--- config.mk ---
export PLATFORM = sky130hd
export DESIGN_NAME = pc_unit_ras
export DESIGN_NICKNAME = d
export VERILOG_FILES = /design/src/rtl/pc_unit_ras.sv
export SDC_FILE = /design/constraint.sdc
export NUM_CORES = 1
export LEC_CHECK = 0
export ABC_AREA = 1
export CAP_MARGIN = 10
export CELL_PAD_IN_SITES_DETAIL_PLACEMENT = 1
export CELL_PAD_IN_SITES_GLOBAL_PLACEMENT = 1
export CORE_MARGIN = 1.5
export CORE_UTILIZATION = 38
export DETAILED_ROUTE_END_ITERATION = 8
export PLACE_DENSITY = 0.87
export SETUP_SLACK_MARGIN = 0.1
export SLEW_MARGIN = 20
export SYNTH_ARGS = -nofsm -noshare
export SYNTH_HDL_FRONTEND = slang
export SYNTH_SLANG_ARGS = --single-unit
--- constraint.sdc ---
create_clock -name clock -period 2.98 [get_ports clock]
set_input_delay 0.596 -clock clock [delete_from_list [all_inputs] [get_ports clock]]
set_output_delay 0.596 -clock clock [all_outputs]
set_load 0.005 [all_outputs]
--- src/rtl/pc_unit_ras.sv ---
// Fetch-stage program counter with a circular return-address stack.
// CALL pushes PC+1 and RET pops it; when full the oldest entry is overwritten.
module pc_unit_ras #(
  parameter int               WIDTH     = 16,
  parameter int               RAS_DEPTH = 8,
  parameter logic [WIDTH-1:0] RESET_PC  = '0
) (
  input  logic             clock,
  input  logic             reset,
  input  logic             stall,
  input  logic [2:0]       sig_pc_src,
  input  logic [WIDTH-1:0] J_TypeImmediate,
  input  logic [WIDTH-1:0] I_TypeImmediate,
  input  logic [WIDTH-1:0] ReturnAddress,
  output logic [WIDTH-1:0] PC,
  output logic [WIDTH-1:0] pc_plus_one,
  output logic [WIDTH-1:0] ras_top,
  output logic             ras_empty,
  output logic             ras_full,
  output logic             ras_overflow,
  output logic             ras_underflow
);

  localparam int PTR_W = $clog2(RAS_DEPTH);
  localparam int CNT_W = $clog2(RAS_DEPTH + 1);
  localparam logic [CNT_W-1:0] CNT_FULL = CNT_W'(RAS_DEPTH);

  localparam logic [2:0] SRC_RET     = 3'd1;
  localparam logic [2:0] SRC_IMM     = 3'd2;
  localparam logic [2:0] SRC_SGN_IMM = 3'd3;
  localparam logic [2:0] SRC_CALL    = 3'd4;

  logic [WIDTH-1:0] r_pc;
  logic [WIDTH-1:0] r_stack [RAS_DEPTH];
  logic [PTR_W-1:0] r_tos;
  logic [CNT_W-1:0] r_count;
  logic             r_ovf;
  logic             r_unf;

  logic [WIDTH-1:0] w_pc_plus_one;
  logic [WIDTH-1:0] w_next_pc;
  logic [WIDTH-1:0] w_top;
  logic [PTR_W-1:0] w_tos_up;
  logic [PTR_W-1:0] w_tos_dn;
  logic             w_empty;
  logic             w_full;
  logic             w_push;
  logic             w_pop;
  logic             w_ret_empty;

  assign w_pc_plus_one = r_pc + WIDTH'(1);
  assign w_empty       = (r_count == '0);
  assign w_full        = (r_count == CNT_FULL);
  assign w_top         = w_empty ? '0 : r_stack[r_tos];
  // Depth is a power of two, so pointer arithmetic wraps by truncation.
  assign w_tos_up      = r_tos + PTR_W'(1);
  assign w_tos_dn      = r_tos - PTR_W'(1);

  always_comb begin
    w_next_pc   = w_pc_plus_one;
    w_push      = 1'b0;
    w_pop       = 1'b0;
    w_ret_empty = 1'b0;
    case (sig_pc_src)
      SRC_RET: begin
        if (w_empty) begin
          w_next_pc   = ReturnAddress;
          w_ret_empty = 1'b1;
        end else begin
          w_next_pc = w_top;
          w_pop     = 1'b1;
        end
      end
      SRC_IMM:     w_next_pc = r_pc + J_TypeImmediate;
      SRC_SGN_IMM: w_next_pc = r_pc + I_TypeImmediate;
      SRC_CALL: begin
        w_next_pc = r_pc + J_TypeImmediate;
        w_push    = 1'b1;
      end
      default:     w_next_pc = w_pc_plus_one;
    endcase
  end

  always_ff @(posedge clock) begin
    if (reset) begin
      r_pc    <= RESET_PC;
      r_tos   <= '0;
      r_count <= '0;
      r_ovf   <= 1'b0;
      r_unf   <= 1'b0;
    end else if (!stall) begin
      r_pc <= w_next_pc;
      if (w_push) begin
        r_tos <= w_tos_up;
        if (w_full) begin
          r_ovf <= 1'b1;
        end else begin
          r_count <= r_count + CNT_W'(1);
        end
      end else if (w_pop) begin
        r_tos   <= w_tos_dn;
        r_count <= r_count - CNT_W'(1);
      end else if (w_ret_empty) begin
        r_unf <= 1'b1;
      end
    end
  end

  // Stack storage carries no reset; emptiness is tracked by r_count alone.
  always_ff @(posedge clock) begin
    if (!reset && !stall && w_push) begin
      r_stack[w_tos_up] <= w_pc_plus_one;
    end
  end

  assign PC            = r_pc;
  assign pc_plus_one   = w_pc_plus_one;
  assign ras_top       = w_top;
  assign ras_empty     = w_empty;
  assign ras_full      = w_full;
  assign ras_overflow  = r_ovf;
  assign ras_underflow = r_unf;

endmodule

==> run metrics <==
status=finished, violations left; failing checks=setup timing; Seq cells post-synth=156; Gate Count Post-Synth=975; Routed WL=35100 um; Rel. slew slack=63.5%; Ys Warns=0; CTS Hold Bufs=0; crit-path max cell delay=550 ps; die area=22700 um^2; Worst Tran Pin Value=548 ps; total grt overflow=0; CP max FO=4; initial antenna violation count=0; final core utilization=53.9%; Die W=151 um; Hold/Removal Path Class=register to register; Worst VDD drop=366 uV; Reg clk slew, reported paths=80 ps; share of post-route cells with drive strength above 1=17.3%; Iter 0 DRT Violations=916; Leak Pwr=0.00493 uW; # diodes=0; Place WS=-330 ps; CTS tree=built; vias=8456; Hold Path End=ras_overflow$_SDFFE_PP0P_; crit start category=register; I/O pins=106; Final Critical Period=3110 ps; Initial Util=39.1%; # DRC=0; DP Area=10200 um^2; H-tree levels=4; vias in the first global route=8594; nature of the critical path endpoint=output port; First-pass DRT Iterations=6; global-route wire length before repair=48200 um; gr usage total=28.7%; Slowest-stage cell, CP=clkdlybuf4s50_1; Largest delay share family, worst path=buffers and inverters; critical path class=register to output port; routability cong.=0.910; worst r2r src=PC[1]$_SDFFE_PP0N_; clk sinks=156; crit path buf inv count=3; fin nets=1249; number of filler cells placed in the layout=2442; FF-to-FF End=PC[8]$_SDFFE_PP0N_; FP Rows=53; max-cap viol count=0; hpwl dp=20900 um; Final period util=104%; Worst R2R Setup Slack=390 ps; Longest Clk Path Bufs=2; HP Start=ras_overflow$_SDFFE_PP0P_; routed len/inst=24.1 um; final hold slack=518 ps; Yosys cell types=39; Area growth, synth to finish=38.0%; final hold viol count=0; Fin Clk Skew=16.4 ps; Die H=151 um; I/O Buffers=105; Critical Path AT=2520 ps; Post-Syn Area=8290 um^2; Core Region=21200 um^2; Final Max Tran Viols=0; setup violators final=4; Worst Reg-to-Reg Cells=12; RSZ-0062 raised after global routing=yes; hold path cells=2; Syn Area/Cell=8.50 um^2; pin count of the biggest net entering global routing=33; setup TNS=-398 ps; syn nets=1055; worst setup margin=-134 ps; Critical Path, Cell by Cell=inv_1, nor3_1, buf_4, xor2_2, clkdlybuf4s50_1; Antenna Nets Post-Route=0; Skew-Pair Late Insertion Delay=440 ps; power density cells=522 nW/um^2; Final Cell Area=11400 um^2; worst path required time=2380 ps; vias per inst=5.80; fmax=321 MHz; register area share after synthesis=53.1%; CTS Buf Count=17; CTS root buf=clkbuf_16
-- cell usage in the layout, fill, tap and decap left out, types with 10 or more instances in the layout --
cell / synthesis / layout
dfxtp_1: 28 / 23
clkbuf_16: 0 / 19
edfxtp_1: 128 / 128
nand2_1: 255 / 249
buf_4: 1 / 80
o21ai_0: 70 / 58
o21ai_1: 4 / 14
inv_1: 100 / 99
nand3_1: 74 / 67
a21oi_1: 42 / 40
nor2_1: 133 / 118
ha_1: 24 / 22
clkdlybuf4s50_1: 0 / 92
buf_12: 0 / 13
nor2_2: 0 / 10
dlymetal6s2s_1: 0 / 11
-- routing by layer --
layer	GRT usage (%)	vias to the layer above	wire, um
met5	0	-	0
met4	14.3	0	1990
met3	4.36	166	2830
met2	50.4	592	17100
met1	34.1	4062	13200
li1	-	3636	-
-- repair_timing --
item,in CTS,in global routing
buffers inserted,8,14
gates resized for setup,42,66
cloned,2,2
setup endpoints to repair,26,38
pin swaps,9,22
-- cell families (layout without fill, tap and decap cells) --
kind of cell,Yosys count,after routing,share of synthesized area [%]
flip-flops,156,156,53.1
XOR/XNOR,14,14,1.48
buffers and inverters,140,347,6.67
AND/OR/NAND/NOR,501,501,25.5
AO/OA/AOI/OAI,138,138,9.09
adder cells (fa/ha/maj),26,26,4.11
-- layout make-up --
class | count | area [um^2] | share of cell area [%]
clock buffers | 17 | 425 | 3.72
well taps | 275 | 344 | 3.01
flip-flops and latches | 156 | 4420 | 38.6
clock inverters | 15 | 136 | 1.19
repair buffers | 210 | 2140 | 18.7
multi-input cells | 679 | 3570 | 31.2
inverters | 105 | 413 | 3.61
-- Yosys cell counts --
cell type / count / area share [%]
a21oi_1: 42 / 2.5
a21oi_4: 1 / 0.20
a31oi_1: 2 / 0.15
and2_1: 2 / 0.15
and3_1: 4 / 0.30
buf_1: 3 / 0.14
buf_2: 11 / 0.66
buf_4: 1 / 0.091
buf_6: 1 / 0.14
clkbuf_1: 19 / 0.86
clkinv_1: 1 / 0.045
dfxtp_1: 28 / 6.8
edfxtp_1: 128 / 46
fa_1: 2 / 0.48
ha_1: 24 / 3.6
inv_1: 100 / 4.5
inv_2: 3 / 0.14
inv_4: 1 / 0.076
nand2_1: 255 / 12
nand2_2: 1 / 0.076
nand2_4: 3 / 0.41
nand3_1: 74 / 4.5
nand3b_1: 1 / 0.091
nand4_1: 8 / 0.60
nor2_1: 133 / 6.0
nor2_4: 1 / 0.14
nor2_8: 2 / 0.48
nor3_1: 11 / 0.66
nor3_4: 1 / 0.20
nor4_1: 1 / 0.076
o211ai_1: 8 / 0.72
o21ai_0: 70 / 4.2
o21ai_1: 4 / 0.24
o21ai_2: 1 / 0.11
o221ai_1: 5 / 0.53
o22ai_1: 5 / 0.38
or2_2: 4 / 0.30
xnor2_1: 2 / 0.21
xor2_1: 12 / 1.3
-- tightest hold or removal path, delay by kind of cell (launching register included) --
family           cells  cell delay, ps
AO/OA/AOI/OAI        1              50
AND/OR/NAND/NOR      1              80
flip-flops           1             350
-- stage by stage --
stage / power [uW] / std cells
CTS: 5790 / 1441
global placement: 3610 / 1399
detailed placement: 3670 / 1399
floorplan: 3060 / 975
finish: 5980 / 1457
global route: 6130 / 1457
-- sequential cells by signal, summed over array words and instances, names as in the netlist, named ones only --
| register | count |
|---|---|
| PC | 16 |
| r_tos | 3 |
| r_stack | 128 |
| ras_overflow | 1 |
| ras_underflow | 1 |
| r_count | 4 |
-- worst max path at each step --
stage | start | end | slack [ps] | cells past startpoint
after floorplan | sig_pc_src[1] | PC[14]$_SDFFE_PP0N_ | 150 | 21
after global placement | sig_pc_src[1] | PC[6]$_SDFFE_PP0N_ | -150 | 17
after detailed placement | sig_pc_src[2] | PC[14]$_SDFFE_PP0N_ | -330 | 22
after CTS | register | ras_top[4] | 70 | 8
after global routing | PC[1]$_SDFFE_PP0N_ | pc_plus_one[14] | -120 | 9
final | PC[4]$_SDFFE_PP0N_ | pc_plus_one[5] | -130 | 5
-- power by group --
| group | internal [uW] | leakage [uW] | switching, uW |
|---|---|---|---|
| clock | 1160 | 0.000271 | 1000 |
| sequential | 2410 | 0.00140 | 48.6 |
| combinational | 571 | 0.00326 | 776 |
| total | 4150 | 0.00493 | 1830 |
No activity file was read; power rests on OpenSTA's default activity.
==> edit 1, RTL diff (same settings) <==
Set the parameter `WIDTH` to 14 (it was 16).
--- a/src/rtl/pc_unit_ras.sv
+++ b/src/rtl/pc_unit_ras.sv
@@ -2,5 +2,5 @@
 // CALL pushes PC+1 and RET pops it; when full the oldest entry is overwritten.
 module pc_unit_ras #(
-  parameter int               WIDTH     = 16,
+  parameter int               WIDTH     = 14,
   parameter int               RAS_DEPTH = 8,
   parameter logic [WIDTH-1:0] RESET_PC  = '0
Interface: changed (6 resized); port bits go from 106 to 94. No check against the original RTL was run, so the function may have changed too.
==> edit 1 against the unedited design <==
  * Sequential cell count is 18 lower
  * Worst setup slack better by 140 ps
  * Design area is 14% lower
  * First-iteration DRC count is 43% lower
  * Wire length is 20% lower
  * Non-clock buffer count is 37 lower
  * Critical path depth stayed put
  * Area after synthesis is 12% lower
  * Count of clock-buffer cells in the layout is 1 higher
  * Fmax is 4.7% higher
  * Total power is 11% lower
  * Global-route usage is 1.5 points lower
  * Largest power group unchanged
  * Highest routed layer unchanged
==> edit 1: results (changes against the unedited design) <==
[timing]
finalWorstSetupSlack_ps = 5.07  ; was -134 ps
hold_ws_ps = 479  ; was 518 ps
tightest_slew_ps = 657  ; was 548 ps
finalClockSkew_ps = 13.0  ; was 16.4 ps

[worst_setup_path]
rr_worst_depth = 10  ; was 12
cp-endpoint = pc_plus_one[10]  ; was pc_plus_one[5]
timing.rr.end = PC[2]$_SDFFE_PP0N_  ; was PC[8]$_SDFFE_PP0N_
crit_fanout = 5  ; was 4
r2r_setup_slack_ps = 890  ; was 390 ps
max_stage_delay_ps = 530  ; was 550 ps
r2r_start = PC[0]$_SDFFE_PP0N_  ; was PC[1]$_SDFFE_PP0N_
setup.worst_path.start = PC[5]$_SDFFE_PP0N_  ; was PC[4]$_SDFFE_PP0N_
critPathTopFamily = simple AND/OR/NAND/NOR gates  ; was buffers and inverters

[drt]
drt-initial-drc-count = 525  ; was 916
num_vias = 7049  ; was 8456
wl_per_cell_um = 22.4  ; was 24.1 um
drtPass1Iterations = 5  ; was 6

[yosys]
ys_ff_latch = 138  ; was 156
ys_types = 33  ; was 39
synth-edff-count = 112  ; was 128
ys_seq_area_share_pct = 53.4  ; was 53.1%
syn-num-nets = 917  ; was 1055
synth_common_cells = nand2_1 (192), nor2_1 (145), edfxtp_1 (112), inv_1 (77), o21ai_0 (74)  ; was nand2_1 (255), nor2_1 (133), edfxtp_1 (128), inv_1 (100), nand3_1 (74)
avgSynthCellArea_sq_um = 8.57  ; was 8.50 sq um
synth.area.top_cells = edfxtp_1 (46%), nand2_1 (9.9%), nor2_1 (7.5%)  ; was edfxtp_1 (46%), nand2_1 (12%), dfxtp_1 (6.8%)

[layout]
largest_reg_flops = 112  ; was 128
clock_buffers = 18  ; was 17
syn2layout_area_growth_pct = 35.0  ; was 38.0%
final_cells = 1254  ; was 1457
clkCellAreaFrac_pct = 5.70  ; was 4.91%
nFillCells = 2120  ; was 2442
seqCellArea_sq_um = 3890  ; was 4420 sq um
nonClkBufAreaFrac_pct = 17.2  ; was 18.7%
drive_above_1_share_pct = 16.9  ; was 17.3%
non_clock_inverter_count = 81  ; was 105
multi_input_cells = 597  ; was 679
fin_nets = 1077  ; was 1249
buffers = 173  ; was 210

[global_route]
grt_util_met2_pct = 47.7  ; was 50.4%
grt_max_degree = 35  ; was 33
globalRouteMet3Util_pct = 5.97  ; was 4.36%
antenna_found_initial = 0  ; unchanged
grt_pass1_wl_um = 40500  ; was 48200 um
grt_use_met1_pct = 31.0  ; was 34.1%
grt_pass1_vias = 7431  ; was 8594

[placement]
placedCellCount = 1211  ; was 1399
port-buffer-count = 93  ; was 105
dp_hpwl_um = 17900  ; was 20900 um
place_area_sq_um = 8880  ; was 10200 sq um
dp_slack_ps = -270  ; was -330 ps
routabilityCongestion = 0.878  ; was 0.910

[run_status]
status = finished, final reports clean  ; was finished with violations

[pwr]
ir_drop_mv = 0.436  ; was 0.366 mV

[cts]
clk_pin_slew_ps = 60  ; was 80 ps

[floorplanning]
die_w_um = 141  ; was 151 um

-- edit 1: what timing repair did --
item | in CTS | in global routing
gates cloned | 1 | 4
gates resized for setup | 21 | 66
pin swaps | 2 | 11
setup buffers | 2 | 5
endpoints found under the setup margin | 21 | 32
-- edit 1: cells by family after synthesis --
group / share of synthesized area [%]
buffers and inverters: 6.42
AOI/OAI and AO/OA: 10.1
and+or+nand+nor: 24.6
adders and majority gates: 3.82
xor gates and xnor gates: 1.69
DFF: 53.4
-- edit 1: layer usage --
layer | wire length (um) | share of wire (%)
met2 | 14200 | 51
met3 | 1910 | 6.8
met1 | 10600 | 38
met4 | 1290 | 4.6
met5 | 0 | 0
-- edit 1: where the power goes --
| group | switching, mW | total [mW] | internal [mW] | leakage, nW |
|---|---|---|---|---|
| combinational | 0.622 | 1.10 | 0.478 | 2.59 |
| clock | 0.824 | 2.04 | 1.22 | 0.273 |
| sequential | 0.0438 | 2.18 | 2.14 | 1.24 |
==> edit 2, RTL diff (config.mk and constraints unchanged) <==
Without the edit above. Put one more register stage on the output `ras_overflow`, without a reset. The value now appears one clock later. The other outputs are not delayed to match.
--- a/src/rtl/pc_unit_ras.sv
+++ b/src/rtl/pc_unit_ras.sv
@@ -119,5 +119,7 @@
   assign ras_empty     = w_empty;
   assign ras_full      = w_full;
-  assign ras_overflow  = r_ovf;
+  always_ff @(posedge clock) begin
+    ras_overflow <= r_ovf;
+  end
   assign ras_underflow = r_unf;
 
Function: same outputs for any inputs over 4 cycles, from zero or initial values and one cycle with reset high; that may be too few to reach the edited logic, so the function may still have changed.
==> edit 2 against the unedited design <==
  * Largest power group unchanged
  * The run still ends with setup timing left
  * Total power rose by 0.42%
  * Count of clock-buffer cells in the layout rose by 1
  * Sequential share of layout area barely moved
  * Sequential cell count rose by 1
  * Global-route usage fell by 0.70 points
  * Largest cell class unchanged
  * Worst hold slack got worse by 160 ps
  * Area after synthesis rose by 0.24%
  * Via count fell by 3.9%
  * Wire length fell by 6.1%
  * Worst setup slack improved by 110 ps
  * Design area rose by 0.60%
==> edit 2: results (changes against the unedited design) <==
[yosys]
ys_seq_area_share_pct = 53.2  ; was 53.1%
synth-compound-area-share_pct = 9.06  ; was 9.09%
ys_types = 39  ; unchanged
ys_ff_latch = 157  ; was 156
synth_fa_ha_area_share_pct = 4.10  ; was 4.11%
synth.area.top_cells = edfxtp_1 (46%), nand2_1 (12%), dfxtp_1 (7.0%)  ; was edfxtp_1 (46%), nand2_1 (12%), dfxtp_1 (6.8%)
syn-num-nets = 1056  ; was 1055
synth_xor_area_share_pct = 1.48  ; about the same
syn-cell-area_sq_um = 8310  ; was 8290 sq um

[global_route]
grt_pass1_wl_um = 46900  ; was 48200 um
grtUsageTotal_pct = 28.0  ; was 28.7%
globalRoute.totalOverflow = 0  ; unchanged
grt_pass1_vias = 8418  ; was 8594
grt_max_degree = 25  ; was 33

[pwr]
comb-power_mw = 1.31  ; was 1.35 mW
p_seq_share_pct = 41.4  ; was 41.2%
ir_drop_mv = 0.544  ; was 0.366 mV
power_leakage_nw = 4.98  ; was 4.93 nW
p_switching_mw = 1.69  ; was 1.83 mW
p_comb_share_pct = 21.8  ; was 22.6%

[drt]
wl_per_cell_um = 22.6  ; was 24.1 um
drt-initial-drc-count = 673  ; was 916
num_vias = 8123  ; was 8456

[layout]
final_util_pct = 54.2  ; was 53.9%
nonClkBufAreaFrac_pct = 18.8  ; was 18.7%
clkCellAreaFrac_pct = 5.02  ; was 4.91%
drive_above_1_share_pct = 17.6  ; was 17.3%
buffers = 210  ; unchanged
seq_share_pct = 38.6  ; about the same
clock_buffers = 18  ; was 17
multiInputGateArea_sq_um = 3570  ; about the same
nFillCells = 2452  ; was 2442

[placement]
place_area_sq_um = 10300  ; was 10200 sq um
routabilityCongestion = 0.932  ; was 0.910
dp_hpwl_um = 20300  ; was 20900 um

[timing]
finalClockSkew_ps = 12.4  ; was 16.4 ps
hold_ws_ps = 356  ; was 518 ps
setup_viol = 2  ; was 4
finalWorstSetupSlack_ps = -27.8  ; was -134 ps
max-slew-margin-rel_pct = 56.6  ; was 63.5%
tns_ps = -29.2  ; was -398 ps

[cts]
postCtsSetupBuffers = 4  ; was 8
clk_pin_slew_ps = 60  ; was 80 ps
ctsResizeCount = 54  ; was 42

[worst_setup_path]
cpMaxStageDelayCell = o21ai_0  ; was clkdlybuf4s50_1
critPathTopFamily = compound AO/OA/AOI/OAI gates  ; was buffers and inverters
rr_worst_depth = 10  ; was 12
crit_fanout = 8  ; was 4
cp.arrival_ps = 2410  ; was 2520 ps
timing.rr.end = PC[4]$_SDFFE_PP0N_  ; was PC[8]$_SDFFE_PP0N_
cp-endpoint = ras_top[7]  ; was pc_plus_one[5]
r2r_setup_slack_ps = 690  ; was 390 ps

[run_status]
violations = setup timing  ; unchanged
status = finished with violations  ; unchanged

[hold_path]
hold_end = ras_overflow$_DFF_P_  ; was ras_overflow$_SDFFE_PP0P_
holdPathStages = 0  ; was 2
worstHoldStart = r_ovf$_SDFFE_PP0P_  ; was ras_overflow$_SDFFE_PP0P_
hold_path.class = reg -> reg  ; unchanged

[edit 2: cell count changes in the layout (fill, tap and decap cells not counted), moves of 3 or more]
| cell | delta |
|---|---|
| nor2_1 | +6 |
| buf_6 | -5 |
| dfxtp_1 | -5 |
| dfxtp_2 | +5 |
| inv_6 | -5 |
| nor2_2 | -5 |
| nand3_1 | -3 |
| nand3_2 | +3 |
| nor3_2 | -3 |
[edit 2: metal layers]
layer | up-vias | wire [um] | global-route usage (%)
met5 | - | 0 | 0
met4 | 0 | 1660 | 14.0
met2 | 422 | 16700 | 49.7
met1 | 3954 | 12200 | 32.2
met3 | 118 | 2390 | 5.12
li1 | 3629 | - | -
[edit 2: stage by stage]
stage	setup slack, ps	std cells
floorplan	154	976
global placement	-149	1397
detailed placement	-298	1397
CTS	51.5	1434
global route	-70.9	1457
finish	-27.8	1457
